===== src/rtl/uart_rx_deserializer_if.sv =====
// Byte-side bus of the UART receive deserializer: received data plus status strobes.
interface uart_rx_deserializer_if;

    logic [7:0] data_o;       // last correctly received byte
    logic       valid_o;      // one-cycle strobe: data_o just updated
    logic       frame_err_o;  // one-cycle strobe: stop bit sampled low
    logic       busy_o;       // receiver is inside a frame or waiting out a break

    // Receiver drives the bus.
    modport master (
        output data_o,
        output valid_o,
        output frame_err_o,
        output busy_o
    );

    // Byte consumer (register file, FIFO) observes the bus.
    modport slave (
        input data_o,
        input valid_o,
        input frame_err_o,
        input busy_o
    );

endinterface


===== src/rtl/uart_rx_deserializer.sv =====
// UART receive deserializer: 8N1, LSB first, idle-high line.
// Samples the start bit at mid-bit, then every data/stop bit one bit period later,
// and reports each frame as either a valid byte or a framing error.
module uart_rx_deserializer #(
    parameter int unsigned CLKS_PER_BIT = 16
) (
    input  logic                          clk_i,
    input  logic                          reset_i,
    input  logic                          rx_i,
    uart_rx_deserializer_if.master        rx_if
);

    localparam int unsigned N         = CLKS_PER_BIT;
    localparam int unsigned H         = N / 2;
    localparam int unsigned CNT_W     = (N > 1) ? $clog2(N) : 1;
    localparam int unsigned IDX_W     = 3;
    localparam int unsigned DATA_W    = 8;

    localparam logic [CNT_W-1:0] CNT_HALF_LAST = CNT_W'(H - 1);
    localparam logic [CNT_W-1:0] CNT_BIT_LAST  = CNT_W'(N - 1);
    localparam logic [IDX_W-1:0] IDX_LAST      = IDX_W'(DATA_W - 1);

    typedef enum logic [2:0] {
        S_IDLE  = 3'd0,
        S_START = 3'd1,
        S_DATA  = 3'd2,
        S_STOP  = 3'd3,
        S_BREAK = 3'd4
    } state_e;

    state_e state_q;
    state_e state_d;

    logic              rx_meta_q;
    logic              rx_s_q;
    logic [CNT_W-1:0]  cnt_q;
    logic [IDX_W-1:0]  idx_q;
    logic [DATA_W-1:0] sr_q;
    logic [DATA_W-1:0] data_q;
    logic              valid_q;
    logic              frame_err_q;
    logic              busy_q;

    logic              half_pt;
    logic              bit_pt;

    logic              cnt_clr;
    logic              cnt_run;
    logic              idx_clr;
    logic              shift_en;
    logic              load_en;
    logic              err_en;
    logic              busy_d;

    // Mid-start-bit and end-of-bit-period sample points.
    assign half_pt = (cnt_q == CNT_HALF_LAST);
    assign bit_pt  = (cnt_q == CNT_BIT_LAST);

    // State register.
    always_ff @(posedge clk_i) begin
        if (reset_i) begin
            state_q <= S_IDLE;
        end else begin
            state_q <= state_d;
        end
    end

    // Next-state logic: frame sequencing from the synchronized line.
    always_comb begin
        state_d = state_q;
        unique case (state_q)
            S_IDLE: begin
                if (!rx_s_q) begin
                    state_d = S_START;
                end
            end
            S_START: begin
                // A start bit that is high again at mid-bit is a glitch.
                if (half_pt) begin
                    state_d = rx_s_q ? S_IDLE : S_DATA;
                end
            end
            S_DATA: begin
                if (bit_pt && (idx_q == IDX_LAST)) begin
                    state_d = S_STOP;
                end
            end
            S_STOP: begin
                if (bit_pt) begin
                    state_d = rx_s_q ? S_IDLE : S_BREAK;
                end
            end
            S_BREAK: begin
                // Hold off until the line is released so a break is not seen as a start bit.
                if (rx_s_q) begin
                    state_d = S_IDLE;
                end
            end
            default: begin
                state_d = S_IDLE;
            end
        endcase
    end

    // Output/control decode: counter, shift, load and strobe enables.
    always_comb begin
        cnt_clr  = 1'b0;
        cnt_run  = 1'b0;
        idx_clr  = 1'b0;
        shift_en = 1'b0;
        load_en  = 1'b0;
        err_en   = 1'b0;
        busy_d   = (state_d != S_IDLE);

        if (state_d != state_q) begin
            cnt_clr = 1'b1;
            idx_clr = 1'b1;
        end

        unique case (state_q)
            S_START: begin
                cnt_run = 1'b1;
            end
            S_DATA: begin
                cnt_run = 1'b1;
                if (bit_pt) begin
                    cnt_clr  = 1'b1;
                    shift_en = 1'b1;
                end
            end
            S_STOP: begin
                cnt_run = 1'b1;
                if (bit_pt) begin
                    cnt_clr = 1'b1;
                    load_en = rx_s_q;
                    err_en  = !rx_s_q;
                end
            end
            default: begin
                cnt_run = 1'b0;
            end
        endcase
    end

    // Line synchronizer, bit timing, shift register and registered outputs.
    always_ff @(posedge clk_i) begin
        if (reset_i) begin
            rx_meta_q   <= 1'b1;
            rx_s_q      <= 1'b1;
            cnt_q       <= '0;
            idx_q       <= '0;
            sr_q        <= '0;
            data_q      <= '0;
            valid_q     <= 1'b0;
            frame_err_q <= 1'b0;
            busy_q      <= 1'b0;
        end else begin
            rx_meta_q <= rx_i;
            rx_s_q    <= rx_meta_q;

            if (cnt_clr) begin
                cnt_q <= '0;
            end else if (cnt_run) begin
                cnt_q <= cnt_q + CNT_W'(1);
            end

            if (idx_clr) begin
                idx_q <= '0;
            end else if (shift_en) begin
                idx_q <= idx_q + IDX_W'(1);
            end

            // LSB arrives first, so new bits enter at the top and move down.
            if (shift_en) begin
                sr_q <= {rx_s_q, sr_q[DATA_W-1:1]};
            end

            if (load_en) begin
                data_q <= sr_q;
            end

            valid_q     <= load_en;
            frame_err_q <= err_en;
            busy_q      <= busy_d;
        end
    end

    // Drive the byte-side bus.
    assign rx_if.data_o      = data_q;
    assign rx_if.valid_o     = valid_q;
    assign rx_if.frame_err_o = frame_err_q;
    assign rx_if.busy_o      = busy_q;

endmodule


===== src/flat_wrapper.sv =====
// flat-port wrapper written by rule: the top's interface ports become plain ports
module uart_rx_deserializer_flat 
#(
    parameter int unsigned CLKS_PER_BIT = 16
)
  (clk_i, reset_i, rx_i, rx_if_data_o, rx_if_valid_o, rx_if_frame_err_o, rx_if_busy_o);
  uart_rx_deserializer_if rx_if_i ();
  input  logic clk_i;
  input  logic reset_i;
  input  logic rx_i;
  output wire logic [$bits(rx_if_i.data_o)-1:0] rx_if_data_o;
  output wire logic [$bits(rx_if_i.valid_o)-1:0] rx_if_valid_o;
  output wire logic [$bits(rx_if_i.frame_err_o)-1:0] rx_if_frame_err_o;
  output wire logic [$bits(rx_if_i.busy_o)-1:0] rx_if_busy_o;
  assign rx_if_data_o = rx_if_i.data_o;
  assign rx_if_valid_o = rx_if_i.valid_o;
  assign rx_if_frame_err_o = rx_if_i.frame_err_o;
  assign rx_if_busy_o = rx_if_i.busy_o;
  uart_rx_deserializer #(.CLKS_PER_BIT(CLKS_PER_BIT)) u_core (.clk_i(clk_i), .reset_i(reset_i), .rx_i(rx_i), .rx_if(rx_if_i));
endmodule

===== config.mk =====
export PLATFORM = sky130hd
export DESIGN_NAME = uart_rx_deserializer_flat
export DESIGN_NICKNAME = d
export VERILOG_FILES = /design/src/rtl/uart_rx_deserializer_if.sv /design/src/rtl/uart_rx_deserializer.sv /design/src/flat_wrapper.sv
export SDC_FILE = /design/constraint.sdc
export NUM_CORES = 1
export LEC_CHECK = 0
export ABC_CLOCK_PERIOD_IN_PS = 3000
export CAP_MARGIN = 20
export CORE_MARGIN = 2
export CORE_UTILIZATION = 64
export CTS_BUF_LIST = sky130_fd_sc_hd__clkbuf_16
export DETAILED_ROUTE_END_ITERATION = 12
export DONT_BUFFER_PORTS = 1
export PLACE_DENSITY = 0.84
export SYNTH_ARGS = -nofsm -noshare
export SYNTH_HDL_FRONTEND = slang
export SYNTH_SLANG_ARGS = --single-unit
export TNS_END_PERCENT = 10

===== constraint.sdc =====
create_clock -name clk_i -period 3 [get_ports clk_i]
set_clock_uncertainty 0.15 [all_clocks]
set_input_delay 0.6 -clock clk_i [delete_from_list [all_inputs] [get_ports clk_i]]
set_output_delay 0.6 -clock clk_i [all_outputs]
set_load 0.01 [all_outputs]

Word-level counts from Yosys, hierarchy flattened

Cells that the tools add are included.

Flip-flop bits (word level): 31
Input bits: 3
Output and inout bits: 11
Logic and storage cells: 47

Add/sub/neg operators: 2
Equality and inequality tests: 8
Mux-type cells: 16
Bitwise logic cells: 2
Reduce and logical (&&, ||, !) cells: 9

Operators with widths:

| operator                                                         | number |
|---|---|
| 3-bit two-way mux                                                | 6 |
| 3-bit one-hot mux with 5 select lines                            | 1 |
| 1-bit two-way mux                                                | 8 |
| 3-bit by 2-bit == test with 1-bit output (second input constant) | 2 |
| 3-bit == test (second input constant)                            | 2 |
| 2-bit OR reduction                                               | 3 |
| 3-bit OR reduction                                               | 2 |
| 4-bit by 1-bit adder with 4-bit output (second input constant)   | 1 |
| 4-bit by 3-bit == test with 1-bit output (second input constant) | 1 |
| 4-bit == test (second input constant)                            | 1 |
| 3-bit by 1-bit adder with 3-bit output (second input constant)   | 1 |
| 3-bit by 1-bit == test with 1-bit output (second input constant) | 1 |
| 3-bit zero test                                                  | 1 |
| 3-bit inequality test                                            | 1 |
| 3-bit nonzero test                                               | 1 |
| 2-bit two-way mux                                                | 1 |
| 1-bit NOT                                                        | 2 |
| 1-bit logical AND                                                | 1 |
| 1-bit zero test                                                  | 1 |

Logic depth before layout (Yosys ltp)

Depth after elaboration: 9
Mapped depth: 6
Mapped depth without buffers: 5

Worst setup path after synthesis

No wires, ideal clock.

Kind: register to register
Start point: register u_core.cnt_q[0]
End point: register u_core.busy_q, in the netlist u_core.rx_if.busy_o
Library setup time: 0.120 ns
Data arrival time: 1.396 ns
Required time: 2.730 ns
Slack: 1.334 ns
Stages on the path, launching flop included: 6
Path buffers: 0
Period minus slack after synthesis: 1.666 ns
Cells stage by stage: dfxtp_1 > ha_1 > and3_1 > and2_1 > a21o_1 > a211o_1

Cells in the longest elaborated chain, start to end: 5
Elaborated cells between the ends (all ways): 8
Those cells by class: eq/ne (2); mux (4); reduce/logical (2)

Ends and longest elaborated chain:

| item                                    | line                        | RTL |
|---|---|---|
| start: declaration                      | uart_rx_deserializer.sv:36  | `logic [CNT_W-1:0] cnt_q;` |
| start signal: assignment                | uart_rx_deserializer.sv:164 | `cnt_q <= cnt_q + CNT_W'(1);` |
| 4-bit == test                           | uart_rx_deserializer.sv:57  | `assign bit_pt = (cnt_q == CNT_BIT_LAST);` |
| 1-bit logical AND                       | uart_rx_deserializer.sv:84  | `if (bit_pt && (idx_q == IDX_LAST)) begin` |
| 3-bit two-way mux                       | uart_rx_deserializer.sv:84  |  |
| 3-bit one-hot mux with 5 select lines * | uart_rx_deserializer.sv:71  | `unique case (state_q)` |
| 3-bit nonzero test *                    | uart_rx_deserializer.sv:113 | `busy_d = (state_d != S_IDLE);` |
| end signal: assignment                  | uart_rx_deserializer.sv:184 | `busy_q <= busy_d;` |
| end: declaration                        | uart_rx_deserializer.sv:42  | `logic busy_q;` |

Mark *: on every way between the ends. The rest lies on a longest branch, timed or not.
A chain may end at the register's enable or synchronous reset.

Worst setup path in the final report

Start point: register u_core.cnt_q[0]
End point: register u_core.data_q[7], in the netlist u_core.rx_if.data_o[7]

Cells in the longest elaborated chain, start to end: 3

Ends and longest elaborated chain:

| item                   | line                        | RTL |
|---|---|---|
| 4-bit == test          | uart_rx_deserializer.sv:57  |  |
| 1-bit two-way mux      | uart_rx_deserializer.sv:133 | `if (bit_pt) begin` |
| 1-bit two-way mux      | uart_rx_deserializer.sv:120 | `unique case (state_q)` |
| end signal: assignment | uart_rx_deserializer.sv:179 | `data_q <= sr_q;` |
| end: declaration       | uart_rx_deserializer.sv:39  | `logic [DATA_W-1:0] data_q;` |

Every way passes these cells.

==> results.txt <==
----------------------------------------------------
[Critical path]
  Worst setup path class ... flop to flop
  Sort of element at the end of the critical path ... flop
  Worst-case register-to-register setup slack ... about 0.86 ns
  Worst-path maximum fanout ... 9
  Data arrival at the endpoint of the critical path ... 2.14 ns
  Data required time of the worst path ... about 3.0 ns
  Crit start category ... flop

[Finish]
  Summed area of non-filler cells in the final layout ... approximately 0.0014 sq mm
  Fraction of final layout cells with drive strength greater than 1 ... 9.60%
  Net total in the final layout ... 130
  Area added between synthesis and finish ... 12.9%
  Commonest non-fill, non-tap cell in the layout ... sky130_fd_sc_hd__dfxtp_1
  Commonest non-fill, non-tap cells in the layout ... sky130_fd_sc_hd__dfxtp_1 (31), sky130_fd_sc_hd__nor2_1 (25), sky130_fd_sc_hd__mux2i_1 (19), sky130_fd_sc_hd__nor3_1 (5), sky130_fd_sc_hd__clkbuf_16 (5)
  Antenna Diode Count ... 0

[Floorplan]
  Core Footprint ... 0.00190 sq mm
  Count of boundary I/O pins ... 14
  Total die area ... roughly 0.0023 sq mm
  Die span in x ... between 40 and 50 um
  Die height ... 48.4 um
  Number of cell rows ... 16
  Initial Util ... around two thirds

[Placed design]
  Final RePlAce weighted congestion ... between 0.8 and 0.9
  Area post-placement ... 0.00126 sq mm
  Post-placement worst setup slack ... 0.953 ns
  Port-buffer cells ... 0
  DP HPWL ... between 1000 and 1500 um

[Run]
  Maxcap violations ... 0

[Timing]
  Setup violation total in the final timing report ... 0
  Period utilization ... a little under three quarters
  PnR worst setup slack ... between 0.8 and 0.9 ns
  Unrepaired setup endpoints after global routing ... no
  Worst Tran Pin Value ... about 0.65 ns
  Max Fclk ... between 400 and 500 MHz
  Worst slew slack as a fraction of its limit ... about 56%
  Summed negative setup slack over all endpoints ... 0 ns
  Pins Over Slew Limit ... 0
  Fin. Hold Viols ... 0
  Minimum period implied by the final worst setup slack ... 2.14 ns
  Final Hold Slack ... approximately 0.24 ns

[Synth]
  Fraction of registers with async set/reset ... 0%
  Number of instances in the synthesized netlist ... 123
  Flops & latches, synth ... 31
  Number of warnings issued by yosys ... 0
  Distinct cell type count of the synthesized netlist ... 33
  Post-synthesis cell area ... about 0.0013 sq mm
  Mapped Nets ... between 100 and 150
  Post-synthesis area per instance ... around 10 sq um
  Top flip-flop cell by instance count after synthesis ... sky130_fd_sc_hd__dfxtp_1
  Post-synth EDFFs ... 0
  Fraction of the yosys area taken by sequential cells ... around half

[CTS]
  Clock transition at the registers of the reported paths ... 0.05 ns
  Clock root buffer ... sky130_fd_sc_hd__clkbuf_16
  Post-CTS resize count ... 0
  Maximum clock path buffer count ... 2
  Total CTS buffers ... 5
  Clk_lat worst skew ... roughly 0.27 ns
  Number of buffers added for setup after CTS ... 0
  Clock tree from TritonCTS ... done
  # H-tree levels ... 2
  Hold buffers post-CTS ... 0
  Clock Sinks ... 31

[Detailed routing]
  Routed length per placed instance ... 14.9 um
  Via count of the routed design ... around 860
  Final Routed Wirelength ... 2270 um
  Starting DRC count in detailed routing ... 21
  Post-detailed-route count of antenna-violating nets ... 0
  Via density ... between 5 and 6
  Count of TritonRoute iterations in the first routing pass ... 4
  Remaining routing DRC violations ... 0

[GRT]
  Total grt overflow ... 0
  Antenna violations before repair ... 0
  Global-route wire length before repair ... slightly below 4000 um
  Maximum number of pins on one net before global-route repair ... 24
  Via count of the first global-routing pass ... approximately 870
  GRT Resource Usage Total ... around 23%

[Power and ir drop]
  Maximum vdd drop ... around 0.62 mV
  Power density relative to cell area ... 694 mW/mm^2
  Proportion of power drawn by flip-flops and latches ... approximately 43%
  Proportion of power drawn by combinational gates ... under 10%
  Net Sw Frac ... 18.0%
  Internal portion of total power ... between 800 and 900 uW
  Total design power ... about 990 uW
  Clock network fraction of total power ... a little under three fifths
  P_sw ... 178 uW
  Leakage power summed over all cells ... slightly above 0.7 nW

[Status]
  Outcome ... completed

[Min path]
  Class of the most critical hold timing path ... input pin to flop

----------------------------------------------------
-- path summary, 6_finish.rpt --
check | from | endpoint | cells after the start
min | reset_i | u_core.rx_if.data_o[0]$_SDFFE_PP0P_ | 1
max | u_core.cnt_q[0]$_SDFFE_PP0P_ | u_core.rx_if.data_o[7]$_SDFFE_PP0P_ | 5
min reg2reg | u_core.rx_meta_q$_SDFF_PP1_ | u_core.rx_s_q$_SDFF_PP1_ | 1
max reg2reg | u_core.cnt_q[0]$_SDFFE_PP0P_ | u_core.rx_if.data_o[7]$_SDFFE_PP0P_ | 5
-- per-stage QoR --
step | utilization [%] | cells
after floorplan | - | 123
after global routing | 74.8 | 152
after CTS | 74.8 | 152
final | 74.8 | 152
after detailed placement | 66.2 | 144
after global placement | 66.2 | 144
-- state kept, by name, indices dropped and copies added (netlist names) --
register                  count
u_core.rx_if.data_o           8
u_core.sr_q                   8
u_core.cnt_q                  4
u_core.idx_q                  3
u_core.state_q                3
u_core.rx_if.busy_o           1
u_core.rx_if.frame_err_o      1
u_core.rx_if.valid_o          1
u_core.rx_meta_q              1
u_core.rx_s_q                 1
-- cell families after synthesis --
logic type | share of synthesized area (%)
and+or+nand+nor | 18.1
DFF | 49.3
muxes | 15.1
AOI/OAI and AO/OA | 7.75
buffers and inverters | 3.38
xor gates and xnor gates | 3.48
adders and majority gates | 2.98
-- power groups by stage --
stage                     clock (mW)  combinational (mW)  sequential [mW]
after floorplan                    0              0.0174            0.426
after global placement             0              0.0148            0.428
after detailed placement           0              0.0147            0.428
after CTS                      0.557              0.0149            0.420
after global routing           0.586              0.0166            0.420
final                          0.552              0.0149            0.420
-- Yosys cell counts (all sizes together), types with 3 or more instances --
cell / count / share of area, %
xnor2: 3 / 2.1
ha: 3 / 3.0
dfxtp: 31 / 49
mux2i: 19 / 15
nor2: 25 / 7.4
and3: 3 / 1.5
clkbuf: 3 / 0.89
buf: 3 / 1.9
nor3: 5 / 2.0
or2: 3 / 1.5
-- critical path, cell delays in order (launching register included) --
cell and delay [ns]:
sky130_fd_sc_hd__dfxtp_1 0.38, sky130_fd_sc_hd__ha_1 0.26, sky130_fd_sc_hd__and3_1 0.25, sky130_fd_sc_hd__nand4_1 0.53, sky130_fd_sc_hd__mux2i_1 0.37, sky130_fd_sc_hd__nor2_1 0.07
-- cell type report --
cell class	count	area, sq um
fill	133	479
inverter	2	7.51
clock inverter	3	38.8
multi-input combinational	84	597
tap	27	33.8
sequential	31	621
clock buffer	5	125
-- per-layer routing --
metal | vias up | routed length, um | global-route usage [%] | part of all wire [%]
li1 | 429 | - | - | -
met1 | 400 | 999 | 24.2 | 44
met2 | 19 | 1100 | 37.0 | 48
met3 | 7 | 112 | 9.57 | 4.9
met4 | 0 | 59 | 13.8 | 2.6
met5 | - | 0 | 0 | 0
Power figures use the tool's default switching activity.
